File: src/rtl/whack_pkg.sv
// Shared types and helpers for the whack-a-mole round logic.
// State encoding plus a saturating counter increment.
package whack_pkg;

    typedef enum logic [1:0] {
        ST_IDLE,
        ST_RUN,
        ST_DONE
    } state_e;

    localparam int MAX_CNT_W = 32;

    // Increment v, holding at 2^w-1 for a w-bit counter.
    function automatic logic [MAX_CNT_W-1:0] sat_inc(
        input logic [MAX_CNT_W-1:0] v,
        input int unsigned          w
    );
        logic [MAX_CNT_W:0] lim;
        lim = ((MAX_CNT_W+1)'(1) << w) - (MAX_CNT_W+1)'(1);
        return ({1'b0, v} >= lim) ? v : v + MAX_CNT_W'(1);
    endfunction

endpackage

File: src/rtl/lsfr.sv
// Free-running 8-bit maximal-length LFSR used as the mole position source.
// Polynomial x^8+x^6+x^5+x^4+1, seeded non-zero on reset.
module lsfr (
    input  logic       clk,
    input  logic       rst,
    output logic [7:0] out
);

    always_ff @(posedge clk or posedge rst) begin
        if (rst) begin
            out <= 8'h01;
        end else begin
            out <= {out[6:0], out[7] ^ out[5] ^ out[4] ^ out[3]};
        end
    end

endmodule

File: src/rtl/mole_slot.sv
// One mole slot: occupied flag, hole index and a down-counting lifetime.
// A kill in the same cycle as the final tick wins over the expiry.
module mole_slot #(
    parameter int IDX_W = 4,
    parameter int CNT_W = 27
) (
    input  logic             clk,
    input  logic             rst,
    input  logic             spawn_i,
    input  logic [IDX_W-1:0] spawn_idx_i,
    input  logic [CNT_W-1:0] spawn_dur_i,
    input  logic             kill_i,
    output logic             valid_o,
    output logic [IDX_W-1:0] idx_o,
    output logic             expire_o
);

    logic             valid_q, valid_d;
    logic [IDX_W-1:0] idx_q, idx_d;
    logic [CNT_W-1:0] tmr_q, tmr_d;
    logic             last;

    assign last     = (tmr_q == CNT_W'(1));
    assign valid_o  = valid_q;
    assign idx_o    = idx_q;
    assign expire_o = valid_q & last & ~kill_i;

    always_comb begin
        valid_d = valid_q;
        idx_d   = idx_q;
        tmr_d   = tmr_q;
        if (!valid_q) begin
            if (spawn_i) begin
                valid_d = 1'b1;
                idx_d   = spawn_idx_i;
                tmr_d   = spawn_dur_i;
            end
        end else if (kill_i || last) begin
            valid_d = 1'b0;
        end else begin
            tmr_d = tmr_q - CNT_W'(1);
        end
    end

    always_ff @(posedge clk or posedge rst) begin
        if (rst) begin
            valid_q <= 1'b0;
            idx_q   <= '0;
            tmr_q   <= '0;
        end else begin
            valid_q <= valid_d;
            idx_q   <= idx_d;
            tmr_q   <= tmr_d;
        end
    end

endmodule

File: src/rtl/multi_mole_round.sv
// Round controller with several simultaneous moles, hit edge detection
// and per-round score / escape / wrong-hit counters.
module multi_mole_round
    import whack_pkg::*;
#(
    parameter  int NUM_HOLES = 16,
    parameter  int MAX_MOLES = 2,
    parameter  int CNT_W     = 27,
    parameter  int COUNT_W   = 8,
    localparam int IDX_W     = $clog2(NUM_HOLES)
) (
    input  logic                 clk,
    input  logic                 rst,
    input  logic                 round_start,
    input  logic [CNT_W-1:0]     interval,
    input  logic [CNT_W-1:0]     duration,
    input  logic [COUNT_W-1:0]   molenum,
    input  logic                 hit,
    input  logic [IDX_W-1:0]     hit_index,
    output logic [NUM_HOLES-1:0] mole_mask,
    output logic                 round_over,
    output logic                 round_done,
    output logic                 hit_success,
    output logic                 wrong_hit,
    output logic                 escape,
    output logic [COUNT_W-1:0]   score,
    output logic [COUNT_W-1:0]   escapes,
    output logic [COUNT_W-1:0]   wrong_hits
);

    state_e               state_q, state_d;
    logic [CNT_W-1:0]     interval_q, interval_d;
    logic [CNT_W-1:0]     duration_q, duration_d;
    logic [COUNT_W-1:0]   molenum_q, molenum_d;
    logic [COUNT_W-1:0]   spawned_q, spawned_d;
    logic [CNT_W-1:0]     icnt_q, icnt_d;
    logic [COUNT_W-1:0]   score_q, score_d;
    logic [COUNT_W-1:0]   escapes_q, escapes_d;
    logic [COUNT_W-1:0]   wrong_q, wrong_d;
    logic                 hit_q;
    logic                 succ_q, succ_d;
    logic                 whit_q, whit_d;
    logic                 esc_q, esc_d;

    logic [7:0]           rnd;
    logic [IDX_W-1:0]     cand;
    logic                 run, hit_edge, hit_good;
    logic                 dup, cand_ok, spawn_ok, found;
    logic [CNT_W-1:0]     dur_eff;
    logic [MAX_MOLES-1:0] slot_valid, slot_expire;
    logic [MAX_MOLES-1:0] slot_spawn, slot_kill, free_sel;
    logic [IDX_W-1:0]     slot_idx [MAX_MOLES];

    lsfr u_lsfr (
        .clk (clk),
        .rst (rst),
        .out (rnd)
    );

    assign cand    = IDX_W'(rnd);
    assign run     = (state_q == ST_RUN);
    assign dur_eff = (duration_q == '0) ? CNT_W'(1) : duration_q;

    for (genvar g = 0; g < MAX_MOLES; g++) begin : g_slot
        mole_slot #(
            .IDX_W (IDX_W),
            .CNT_W (CNT_W)
        ) u_slot (
            .clk         (clk),
            .rst         (rst),
            .spawn_i     (slot_spawn[g]),
            .spawn_idx_i (cand),
            .spawn_dur_i (dur_eff),
            .kill_i      (slot_kill[g]),
            .valid_o     (slot_valid[g]),
            .idx_o       (slot_idx[g]),
            .expire_o    (slot_expire[g])
        );
    end

    // Duplicate check and hit lookup both use the pre-update slot state.
    always_comb begin
        mole_mask = '0;
        dup       = 1'b0;
        slot_kill = '0;
        free_sel  = '0;
        found     = 1'b0;
        hit_edge  = run & hit & ~hit_q;
        for (int s = 0; s < MAX_MOLES; s++) begin
            if (slot_valid[s]) begin
                mole_mask[slot_idx[s]] = 1'b1;
                if (slot_idx[s] == cand) dup = 1'b1;
                if (hit_edge && slot_idx[s] == hit_index) begin
                    slot_kill[s] = 1'b1;
                end
            end else if (!found) begin
                free_sel[s] = 1'b1;
                found       = 1'b1;
            end
        end
        hit_good   = |slot_kill;
        cand_ok    = ({1'b0, cand} < (IDX_W+1)'(NUM_HOLES)) & ~dup;
        spawn_ok   = run & (icnt_q == interval_q) & (spawned_q < molenum_q)
                   & found & cand_ok;
        slot_spawn = spawn_ok ? free_sel : '0;
    end

    always_comb begin
        state_d    = state_q;
        interval_d = interval_q;
        duration_d = duration_q;
        molenum_d  = molenum_q;
        spawned_d  = spawned_q;
        icnt_d     = icnt_q;
        score_d    = score_q;
        escapes_d  = escapes_q;
        wrong_d    = wrong_q;
        succ_d     = 1'b0;
        whit_d     = 1'b0;
        esc_d      = 1'b0;
        unique case (state_q)
            ST_IDLE: begin
                if (round_start) begin
                    state_d    = ST_RUN;
                    interval_d = interval;
                    duration_d = duration;
                    molenum_d  = molenum;
                    spawned_d  = '0;
                    icnt_d     = interval;
                    score_d    = '0;
                    escapes_d  = '0;
                    wrong_d    = '0;
                end
            end
            ST_RUN: begin
                if (spawn_ok) begin
                    icnt_d    = '0;
                    spawned_d = spawned_q + COUNT_W'(1);
                end else if (icnt_q != interval_q) begin
                    icnt_d = icnt_q + CNT_W'(1);
                end
                if (hit_edge) begin
                    if (hit_good) begin
                        score_d = COUNT_W'(sat_inc(MAX_CNT_W'(score_q), COUNT_W));
                        succ_d  = 1'b1;
                    end else begin
                        wrong_d = COUNT_W'(sat_inc(MAX_CNT_W'(wrong_q), COUNT_W));
                        whit_d  = 1'b1;
                    end
                end
                for (int s = 0; s < MAX_MOLES; s++) begin
                    if (slot_expire[s]) begin
                        escapes_d = COUNT_W'(sat_inc(MAX_CNT_W'(escapes_d), COUNT_W));
                    end
                end
                esc_d = |slot_expire;
                if (spawned_q == molenum_q && slot_valid == '0) begin
                    state_d = ST_DONE;
                end
            end
            ST_DONE: state_d = ST_IDLE;
            default: state_d = ST_IDLE;
        endcase
    end

    always_ff @(posedge clk or posedge rst) begin
        if (rst) begin
            state_q    <= ST_IDLE;
            interval_q <= '0;
            duration_q <= '0;
            molenum_q  <= '0;
            spawned_q  <= '0;
            icnt_q     <= '0;
            score_q    <= '0;
            escapes_q  <= '0;
            wrong_q    <= '0;
            hit_q      <= 1'b0;
            succ_q     <= 1'b0;
            whit_q     <= 1'b0;
            esc_q      <= 1'b0;
        end else begin
            state_q    <= state_d;
            interval_q <= interval_d;
            duration_q <= duration_d;
            molenum_q  <= molenum_d;
            spawned_q  <= spawned_d;
            icnt_q     <= icnt_d;
            score_q    <= score_d;
            escapes_q  <= escapes_d;
            wrong_q    <= wrong_d;
            hit_q      <= hit;
            succ_q     <= succ_d;
            whit_q     <= whit_d;
            esc_q      <= esc_d;
        end
    end

    assign round_over  = (state_q == ST_IDLE);
    assign round_done  = (state_q == ST_DONE);
    assign hit_success = succ_q;
    assign wrong_hit   = whit_q;
    assign escape      = esc_q;
    assign score       = score_q;
    assign escapes     = escapes_q;
    assign wrong_hits  = wrong_q;

endmodule
File: config.mk
export PLATFORM = sky130hd
export DESIGN_NAME = multi_mole_round
export DESIGN_NICKNAME = d
export VERILOG_FILES = /design/src/rtl/whack_pkg.sv /design/src/rtl/lsfr.sv /design/src/rtl/mole_slot.sv /design/src/rtl/multi_mole_round.sv
export SDC_FILE = /design/constraint.sdc
export NUM_CORES = 1
export LEC_CHECK = 0
export ABC_AREA = 1
export BUFFER_PORTS_ARGS = -buffer_cell sky130_fd_sc_hd__buf_2
export CAP_MARGIN = 30
export CORE_UTILIZATION = 58
export DETAILED_ROUTE_END_ITERATION = 16
export GPL_TIMING_DRIVEN = 0
export PLACE_DENSITY = 0.79
export SETUP_SLACK_MARGIN = 0.3
export SLEW_MARGIN = 15
export SYNTH_ARGS = -nofsm -noshare
export SYNTH_HDL_FRONTEND = slang
export SYNTH_SLANG_ARGS = --single-unit
File: constraint.sdc
create_clock -name clk -period 12.45 [get_ports clk]
set_input_delay 1.8675 -clock clk [delete_from_list [all_inputs] [get_ports clk]]
set_output_delay 1.8675 -clock clk [all_outputs]
set_load 0.01 [all_outputs]
After elaboration in Yosys (flattened, before gate mapping)
Cells that the tools add are included.
{"block": "classes", "n_bitwise": 20, "n_addsub": 8, "mux": 63, "n_lt_le_gt_ge": 9, "n_reduce_logical": 26, "eq_ne": 22}
{"operator": "27-bit two-way mux", "n": 10}
{"operator": "8-bit two-way mux", "n": 13}
{"operator": "8-bit case mux with 2 select lines", "n": 4}
{"operator": "27-bit by 1-bit equality test with 1-bit output (second input constant)", "n": 2}
{"operator": "27-bit case mux with 2 select lines", "n": 1}
{"operator": "27-bit by 1-bit subtractor with 27-bit output (second input constant)", "n": 2}
{"operator": "8-bit by 1-bit adder with 8-bit output (second input constant)", "n": 5}
{"operator": "8-bit >= comparator (second input constant)", "n": 4}
{"operator": "16-bit two-way mux", "n": 2}
{"operator": "27-bit by 1-bit adder with 27-bit output (second input constant)", "n": 1}
{"operator": "27-bit equality test", "n": 1}
{"operator": "27-bit zero test", "n": 1}
{"operator": "1-bit two-way mux", "n": 27}
{"operator": "27-bit inequality test", "n": 1}
{"operator": "4-bit equality test", "n": 4}
{"operator": "16-bit OR", "n": 1}
{"operator": "2-bit AND reduction", "n": 7}
{"operator": "2-bit inequality test (second input constant)", "n": 6}
{"operator": "1-bit bitwise AND", "n": 10}
{"operator": "4-bit by 5-bit less-than comparator with 1-bit output (second input constant)", "n": 2}
{"operator": "5-bit AND reduction", "n": 2}
{"operator": "1-bit demux with 4-bit select", "n": 2}
{"operator": "8-bit equality test", "n": 1}
{"operator": "4-bit by 1-bit >= comparator with 1-bit output (second input constant)", "n": 2}
{"operator": "other kinds (15)", "n": 37}
{"block": "word_totals", "out_inout_bits": 45, "input_bits": 70, "word_cells": 168, "reg_bits": 199}

Logic depth before layout (Yosys ltp)
Gate-level depths: netlist of the first run.
{"block": "depth", "depth_word": 14, "depth_mapped": 18, "ltp_nobuf": 18}

By module
A second synthesis of the first run with hierarchy kept.
{"block": "hier_totals", "cells_unflattened": 1820, "area_unflattened_um2": 13375.3}
{"module": "multi_mole_round", "area_per_inst_um2": 8164.1, "cells_per_inst": 1098, "n_inst": 1, "seq_area_each_um2": 3178.0}
{"module": "mole_slot", "area_per_inst_um2": 2471.1, "cells_per_inst": 349, "n_inst": 2, "seq_area_each_um2": 800.8}
{"module": "lsfr", "area_per_inst_um2": 269.0, "cells_per_inst": 24, "n_inst": 1, "seq_area_each_um2": 201.4}

Worst setup path after synthesis of the first run
OpenSTA, ideal clock, no wires.
{"block": "synth_path", "path_type": "input to register", "from": "in hit", "to": "reg escapes_q[0] (netlist: escapes[0])", "path_slack_ns": 8.897, "n_path_buf": 0, "setup_time_ns": 0.117, "required_ns": 12.333, "cell_stages": 16, "t_arrival_ns": 3.436, "cell_sequence": "inv_1 -> nor2_1 -> nand2_4 -> nor2_4 -> nand3_4 -> nand3_2 -> nand2_1 -> nand2_1 -> ha_1 -> nand3_2 -> nor2_2 -> nand3_2 -> nand2_1 -> nand2_1 -> nand3_1 -> nand2_1"}
{"block": "synth_between", "elab_chain_cells": 13, "elab_cells_between_ends": 19, "classes_between": "add/sub: 1; order compare: 1; mux: 9; bitwise: 6; reduce/logical: 2"}
{"item": "start: declaration", "line_no": "multi_mole_round.sv:18", "rtl": "input logic hit,"}
{"item": "1-bit bitwise AND * (2 in a row)", "line_no": "multi_mole_round.sv:88", "rtl": "hit_edge = run & hit & ~hit_q;"}
{"item": "1-bit logical AND", "line_no": "multi_mole_round.sv:93", "rtl": "if (hit_edge && slot_idx[s] == hit_index) begin"}
{"item": "1-bit two-way mux", "line_no": "multi_mole_round.sv:93"}
{"item": "1-bit two-way mux", "line_no": "multi_mole_round.sv:90", "rtl": "if (slot_valid[s]) begin"}
{"item": "1-bit NOT", "line_no": "mole_slot.sv:26", "rtl": "assign expire_o = valid_q & last & ~kill_i;"}
{"item": "1-bit bitwise AND", "line_no": "mole_slot.sv:26"}
{"item": "8-bit two-way mux", "line_no": "multi_mole_round.sv:152", "rtl": "if (slot_expire[s]) begin"}
{"item": "8-bit two-way mux", "line_no": "multi_mole_round.sv:121", "rtl": "unique case (state_q)"}
{"item": "8-bit by 1-bit adder with 8-bit output or 8-bit >= comparator (tied branches)", "line_no": "whack_pkg.sv:20", "rtl": "return ({1'b0, v} >= lim) ? v : v + MAX_CNT_W'(1);"}
{"item": "8-bit two-way mux", "line_no": "whack_pkg.sv:20"}
{"item": "8-bit two-way mux *", "line_no": "multi_mole_round.sv:152"}
{"item": "8-bit case mux with 2 select lines *", "line_no": "multi_mole_round.sv:121"}
{"item": "end signal: assignment", "line_no": "multi_mole_round.sv:189", "rtl": "escapes_q <= escapes_d;"}
{"item": "end: declaration", "line_no": "multi_mole_round.sv:38", "rtl": "logic [COUNT_W-1:0] escapes_q, escapes_d;"}
Every way passes the cells marked *; elsewhere a longest branch is shown, timed or not. The select of a mux whose other input is x is not followed.
A chain may end at the register's enable or synchronous reset.

Worst setup path after layout of the first run
{"block": "layout_path", "from": "reg g_slot[0].u_slot.valid_q", "to": "out mole_mask[1]"}
{"block": "layout_between", "elab_chain_cells": 3}
{"item": "start: declaration", "line_no": "mole_slot.sv:18", "rtl": "logic valid_q, valid_d;"}
{"item": "start signal: assignment", "line_no": "mole_slot.sv:51", "rtl": "valid_q <= valid_d;"}
{"item": "16-bit two-way mux *", "line_no": "multi_mole_round.sv:90"}
{"item": "16-bit OR (no line)"}
{"item": "16-bit two-way mux *", "line_no": "multi_mole_round.sv:90"}
{"item": "end: declaration", "line_no": "multi_mole_round.sv:20", "rtl": "output logic [NUM_HOLES-1:0] mole_mask,"}
Every way passes the cells marked *; elsewhere a longest branch is shown, timed or not.

==> parameters.txt, run 1 <==
Parameter                              Value

Critical path
  Worst reg2reg startpoint ... escapes[0]$_DFFE_PP0P_
  Critical Setup Path Class ... flip-flop to output pin
  Arr. time, crit path ... 2.68 ns
  FF-to-FF setup slack ... 9.64 ns
  Crit path launch type ... flip-flop
  Worst setup endpoint ... mole_mask[1]
  Crit. End Element ... output pin
  Critical path required time ... 10.58 ns
  Worst reg2reg endpoint ... escapes[4]$_DFFE_PP0P_
  Number of cells on the worst reg-to-reg path ... 17
  Critical path fanouts, max ... 10
  Launch point of the worst path ... g_slot[0].u_slot.valid_o$_DFF_PP0_

Drt
  Number of DRC violations after detailed routing ... 0
  Detailed-route via count ... 11711
  Post-route ant nets ... 0
  TritonRoute pass-1 iters ... 6
  Routed wire length ... 33630 microns
  DR vias/cell ... 5.609
  Wire length per cell after detailed routing ... 16.10 microns
  Initial detailed-routing violation count ... 1207

Pwr
  Clk pwr share ... 23.8%
  Comb power frac ... 33.4%
  Largest voltage drop on the vdd net ... 0.1250 mV
  Overall power after layout ... 2.276 mW
  Internal power ... 1.367 mW
  Switch Pwr ... 908.4 uW
  Leakage component of the power ... 6.793 nW
  Switching part of the total power ... 39.91%
  Power density of the placed cells ... 165.4 nW/um^2
  Sequential cell fraction of total power ... 42.8%

Cells and area
  Commonest non-fill, non-tap cells in the layout ... sky130_fd_sc_hd__nand2_1, sky130_fd_sc_hd__dfrtp_1, sky130_fd_sc_hd__nor2_1
  Final-stage net count ... 1893
  Diode count ... 0
  Layout cell share with drive strength beyond 1 ... 12.82%
  Fill cell instance count of the final layout ... 1748
  Final core utilization ... 67.14%
  Commonest non-fill, non-tap cell in the layout ... sky130_fd_sc_hd__nand2_1
  Area added between synthesis and finish ... 12.32%

Synth
  Sequential cell area fraction in the yosys report ... 40.66%
  Number of enable flip-flop cells after synthesis ... 0
  Post-synthesis sequential element count ... 199
  Synthesis Warnings ... 0
  Average cell area after synthesis ... 7.331 sq um
  Most used flip-flop cell after synthesis ... sky130_fd_sc_hd__dfrtp_1
  Total standard cell area after synthesis ... 12250 sq um
  Post-synthesis cell count ... 1671
  Total nets after synthesis ... 1759
  Post-synth cell types ... 54
  Ys async rst share ... 100.0%

CTS
  Count of buffers added by post-CTS timing repair for setup ... 0
  Hold-fix buffer count after cts ... 0
  TritonCTS clock tree ... yes
  Clock latency on the worst-skew pair ... 0.45 ns
  Clock root buffer ... sky130_fd_sc_hd__clkbuf_16
  Longest Clk Path Bufs ... 2
  Number of clock sinks ... 199
  Level count of the clock H-tree ... 4
  Total CTS buffers ... 17
  CTS clk-pin slew, worst paths ... 0.07 ns
  Resized cells post-CTS ... 0

Timing
  Total setup violations reported at the end of the flow ... 0
  Post-route worst setup slack ... 7.907 ns
  Slew of the pin with the lowest slew margin ... 0.7551 ns
  Setup TNS ... 0 ns
  Highest clock rate ... 0.2201 GHz
  Period utilization ... 36.49%
  Number of failing hold endpoints at the final stage ... 0
  Setup repair after global routing missed its margin ... false
  Max Transition Viols Final ... 0
  Final setup skew ... 0.01159 ns
  Worst rel slew slack ... 49.66%
  Minimum clock period after layout ... 4.543 ns
  Final hold slack ... 0.3770 ns

Floorplan
  Number of top-level pins ... 115
  Starting utilization of the core area ... 59.77%
  Total die area ... 21710 sq um
  Die H ... 147.3 microns
  Number of core rows ... 52
  Placeable core region ... 20490 sq um
  Die width ... 147.3 microns

GRT
  Aggregate global routing overflow ... 0
  Global-route wire length before repair ... 55040 microns
  Largest net degree at the start of global routing ... 112
  Total Routing Usage GR ... 32.15%
  Antenna violations before repair ... 0
  Vias in the first global route ... 10857

Worst hold path
  Worst min path class ... flip-flop to flip-flop

Placement
  Port Buffers ... 114
  Post-Place Worst Slack ... 8.464 ns
  Final weighted congestion in routability-driven placement ... 0.9613
  DPL Wire Length ... 24860 microns

Run
  Max-capacitance violation count ... 0

Outcome
  Status ... complete, no violations
critical path: stages, from the launching register on:
cell	delay (ns)
sky130_fd_sc_hd__dfrtp_1	0.43
sky130_fd_sc_hd__buf_2	0.25
sky130_fd_sc_hd__buf_1	0.58
sky130_fd_sc_hd__buf_1	0.55
sky130_fd_sc_hd__nand3_1	0.13
sky130_fd_sc_hd__o21ai_0	0.12
sky130_fd_sc_hd__buf_2	0.17
power groups by stage:
stage | sequential, mW | combinational (mW) | clock (mW)
2_1_floorplan | 0.941 | 0.569 | 0
3_3_place_gp | 0.973 | 0.716 | 0
3_5_place_dp | 0.976 | 0.741 | 0
4_1_cts | 0.966 | 0.751 | 0.547
5_1_grt | 0.994 | 0.860 | 0.572
6_report | 0.973 | 0.760 | 0.542
worst min path at each step:
stage | cells after the start | from | end
6_report | 0 | u_lsfr.out[6]$_DFF_PP0_ | u_lsfr.out[7]$_DFF_PP0_
3_3_place_gp | 0 | u_lsfr.out[6]$_DFF_PP0_ | u_lsfr.out[7]$_DFF_PP0_
2_1_floorplan | 0 | u_lsfr.out[6]$_DFF_PP0_ | u_lsfr.out[7]$_DFF_PP0_
5_1_grt | 0 | u_lsfr.out[6]$_DFF_PP0_ | u_lsfr.out[7]$_DFF_PP0_
3_5_place_dp | 0 | u_lsfr.out[6]$_DFF_PP0_ | u_lsfr.out[7]$_DFF_PP0_
4_1_cts | 0 | u_lsfr.out[6]$_DFF_PP0_ | u_lsfr.out[7]$_DFF_PP0_
area by class of cell:
type                    instances  area [sq um]  share of cell area [%]
multi-input cells            1247          6315                   45.89
repair buffers                115         598.1                   4.347
clock buffers                  21         480.5                   3.492
well taps                     270         337.8                   2.455
inverters                     164         628.1                   4.565
plain buffers                  61         334.1                   2.428
clock inverters                11         85.08                  0.6184
flip-flops and latches        199          4981                   36.20
synth_stat cells (3+ instances only):
library cell / instances / share of area [%]
sky130_fd_sc_hd__nor3_1: 33 / 1.3
sky130_fd_sc_hd__o22ai_1: 5 / 0.26
sky130_fd_sc_hd__or2_2: 4 / 0.20
sky130_fd_sc_hd__buf_4: 3 / 0.18
sky130_fd_sc_hd__nor2_4: 5 / 0.46
sky130_fd_sc_hd__clkbuf_2: 3 / 0.12
sky130_fd_sc_hd__nand2_1: 493 / 15
sky130_fd_sc_hd__nand3_1: 93 / 3.8
sky130_fd_sc_hd__nor2_1: 172 / 5.3
sky130_fd_sc_hd__xnor2_1: 21 / 1.5
sky130_fd_sc_hd__nand4_1: 35 / 1.8
sky130_fd_sc_hd__dfrtp_1: 198 / 40
sky130_fd_sc_hd__nand2_4: 5 / 0.46
sky130_fd_sc_hd__o31ai_1: 5 / 0.31
sky130_fd_sc_hd__o21ai_0: 153 / 6.3
sky130_fd_sc_hd__clkbuf_1: 31 / 0.95
sky130_fd_sc_hd__inv_1: 157 / 4.8
sky130_fd_sc_hd__xor2_1: 72 / 5.1
sky130_fd_sc_hd__nand2_2: 6 / 0.31
sky130_fd_sc_hd__o21ai_2: 13 / 0.93
sky130_fd_sc_hd__nor2_2: 4 / 0.20
sky130_fd_sc_hd__o21ai_1: 6 / 0.25
sky130_fd_sc_hd__a21oi_1: 36 / 1.5
sky130_fd_sc_hd__ha_1: 18 / 1.8
sky130_fd_sc_hd__buf_6: 4 / 0.37
sky130_fd_sc_hd__inv_2: 6 / 0.18
sky130_fd_sc_hd__buf_2: 13 / 0.53
sky130_fd_sc_hd__nand3_2: 6 / 0.49
sky130_fd_sc_hd__nor4_1: 17 / 0.87
sky130_fd_sc_hd__o211ai_1: 23 / 1.4
sky130_fd_sc_hd__buf_1: 3 / 0.092
sky130_fd_sc_hd__buf_8: 3 / 0.37
flip-flops by register name, summed over array words and instances (netlist names), 27 cells and up:
register and cells:
g_slot.u_slot.tmr_q 54, duration_q 27, icnt_q 27, interval_q 27
metrics by stage:
step                      instance area, sq um  cells
after floorplan                          12250   1671
after global placement                   13160   2055
after detailed placement                 13190   2056
after CTS                                13760   2088
after global routing                     13760   2088
final                                    13760   2088
layer usage:
layer | GRT usage [%] | part of all wire [%] | wire [microns]
met5 | 0 | 0 | 0
met1 | 46.30 | 45 | 15080
met2 | 50.09 | 46 | 15380
met3 | 4.379 | 7.3 | 2457
met4 | 10.62 | 2.1 | 698
cell families (layout without fill, tap and decap cells):
family	count (synthesis)	in the layout	share of synthesized area, %
adders and majority gates	18	18	1.838
xor gates and xnor gates	93	93	6.649
DFF	199	199	40.66
AOI/OAI and AO/OA	252	252	11.66
and+or+nand+nor	883	883	31.31
buffers and inverters	225	372	7.793
muxes	1	1	0.08171
Power figures use the tool's default switching activity.
==> run 2: changes to the inputs <==
==> constraint.sdc (replaced) <==
create_clock -name clk -period 4.33 [get_ports clk]
set_input_delay 0.6495 -clock clk [delete_from_list [all_inputs] [get_ports clk]]
set_output_delay 0.6495 -clock clk [all_outputs]
set_load 0.01 [all_outputs]
==> run 2 against run 1 <==
  * Sequential cell count unchanged
  * Setup slack got worse by 7.0 ns
  * Core utilization rose by 0.56 points
  * Largest power group unchanged
  * Die area unchanged
  * Global-route usage increased by 0.40 points
  * Cell count is 0.24% higher
  * Via count up 1.6%
  * Power grew to 2.9 times the previous value
  * Count of clock-buffer cells in the layout fell by 4
  * Sequential power rose to 2.9 times the previous value
==> parameters.txt, run 2 (synthesized netlist as in run 1, its figures left out) <==
Parameter                              Value

Run
  Max-capacitance violation count ... 0

Floorplan
  Number of top-level pins ... 115
  Number of core rows ... 52
  Starting utilization of the core area ... 59.77%
  Die H ... 147.3 microns
  Total die area ... 21710 sq um
  Die width ... 147.3 microns
  Placeable core region ... 20490 sq um

CTS
  Longest Clk Path Bufs ... 2
  Total CTS buffers ... 17
  TritonCTS clock tree ... yes
  Clock root buffer ... sky130_fd_sc_hd__clkbuf_16
  Resized cells post-CTS ... 0
  Count of buffers added by post-CTS timing repair for setup ... 0
  CTS clk-pin slew, worst paths ... 0.08 ns
  Hold-fix buffer count after cts ... 0
  Clock latency on the worst-skew pair ... 0.44 ns
  Level count of the clock H-tree ... 4
  Number of clock sinks ... 199

Placement
  Post-Place Worst Slack ... 1.499 ns
  Final weighted congestion in routability-driven placement ... 0.9574
  DPL Wire Length ... 25770 microns
  Port Buffers ... 114

Critical path
  Critical path required time ... 3.68 ns
  Worst reg2reg startpoint ... g_slot[0].u_slot.tmr_q[12]$_DFFE_PP0P_
  Arr. time, crit path ... 2.76 ns
  Critical path fanouts, max ... 10
  Launch point of the worst path ... g_slot[0].u_slot.valid_o$_DFF_PP0_
  Crit. End Element ... output pin
  Critical Setup Path Class ... flip-flop to output pin
  Crit path launch type ... flip-flop

Drt
  Post-route ant nets ... 0
  Detailed-route via count ... 11893
  TritonRoute pass-1 iters ... 5
  DR vias/cell ... 5.682
  Wire length per cell after detailed routing ... 16.38 microns
  Initial detailed-routing violation count ... 1104
  Number of DRC violations after detailed routing ... 0
  Routed wire length ... 34290 microns

Pwr
  Power density of the placed cells ... 476.9 nW/um^2
  Largest voltage drop on the vdd net ... 0.3369 mV
  Leakage component of the power ... 6.822 nW

Timing
  Number of failing hold endpoints at the final stage ... 0
  Minimum clock period after layout ... 3.413 ns
  Setup repair after global routing missed its margin ... false
  Slew of the pin with the lowest slew margin ... 0.7759 ns
  Setup TNS ... 0 ns
  Period utilization ... 78.82%
  Post-route worst setup slack ... 0.9172 ns
  Max Transition Viols Final ... 0
  Highest clock rate ... 0.2930 GHz
  Worst rel slew slack ... 48.27%
  Total setup violations reported at the end of the flow ... 0
  Final setup skew ... 0.01300 ns

GRT
  Largest net degree at the start of global routing ... 34
  Total Routing Usage GR ... 32.55%
  Antenna violations before repair ... 1
  Vias in the first global route ... 11109
  Global-route wire length before repair ... 56030 microns
  Aggregate global routing overflow ... 0

Outcome
  Status ... complete, no violations

Cells and area
  Layout cell share with drive strength beyond 1 ... 13.06%
  Area of the multi-input gates ... 6315 sq um
  Commonest non-fill, non-tap cell in the layout ... sky130_fd_sc_hd__nand2_1
  Register with the highest flop count ... g_slot.u_slot.tmr_q
  Final-stage net count ... 1898
  Diode count ... 0
  Commonest non-fill, non-tap cells in the layout ... sky130_fd_sc_hd__nand2_1, sky130_fd_sc_hd__dfrtp_1, sky130_fd_sc_hd__nor2_1
  Fill cell instance count of the final layout ... 1793
  Sequential cell area ... 4981 sq um
  Final core utilization ... 67.69%
  Largest register FFs ... 54
  Area added between synthesis and finish ... 13.25%

Worst hold path
  Worst min path class ... primary input to async pin
run 2: changes by cell type in the layout (fill, tap and decap cells not counted), sizes merged:
cell and delta:
inv -1, clkinv -1, bufinv +1, buf +5, clkinvlp +5, clkbuf -4
run 2: final cells by class:
| class | count | area share [%] |
|---|---|---|
| well taps | 270 | 2.435 |
| plain buffers | 61 | 2.408 |
| repair buffers | 120 | 4.978 |
| clock inverters | 15 | 1.190 |
| clock buffers | 17 | 3.066 |
| flip-flops and latches | 199 | 35.90 |
| inverters | 164 | 4.500 |
| multi-input cells | 1247 | 45.52 |
run 2: per-layer routing:
metal / wire length (microns) / vias up / track usage, %
met2: 15670 / 516 / 51.20
met3: 2839 / 74 / 5.280
met4: 905 / 0 / 11.70
met1: 14880 / 5604 / 45.45
met5: 0 / - / 0
li1: - / 5699 / -
run 2: final timing paths:
kind / end / slack [ns] / cells after the start
worst max register to register: escapes[5]$_DFFE_PP0P_ / 1.46 / 15
worst min register to register: u_lsfr.out[7]$_DFF_PP0_ / 0.37 / 0
min in group clk: hit_q$_DFF_PP0_ / 0.34 / 1
max in group asynchronous: u_lsfr.out[0]$_DFF_PP1_ / 3.10 / 4
worst min-delay path: g_slot[0].u_slot.tmr_q[10]$_DFFE_PP0P_ / 0.31 / 2
worst max-delay path: mole_mask[5] / 0.92 / 6
run 2: worst max-delay path: stages, from the launching register on:
cell and delay (ns):
sky130_fd_sc_hd__dfrtp_1 0.46, sky130_fd_sc_hd__buf_2 0.26, sky130_fd_sc_hd__buf_1 0.62, sky130_fd_sc_hd__buf_1 0.54
sky130_fd_sc_hd__nand3_1 0.15, sky130_fd_sc_hd__o21ai_0 0.12, sky130_fd_sc_hd__buf_2 0.17
run 2: stage by stage:
step | cell area (sq um) | hold slack, ns | instances | power [mW]
3_5_place_dp | 13280 | 0.3462 | 2061 | 4.954
3_3_place_gp | 13160 | 0.3361 | 2055 | 4.862
5_1_grt | 13870 | 0.3277 | 2093 | 7.046
6_report | 13870 | 0.3144 | 2093 | 6.616
2_1_floorplan | 12250 | 0.3312 | 1671 | 4.341
4_1_cts | 13870 | 0.3260 | 2093 | 6.584
run 2: power by group:
part / internal, mW / switching [mW] / total [mW]
logic: 0.824 / 1.38 / 2.20
clock network: 0.820 / 0.798 / 1.62
registers: 2.31 / 0.486 / 2.80
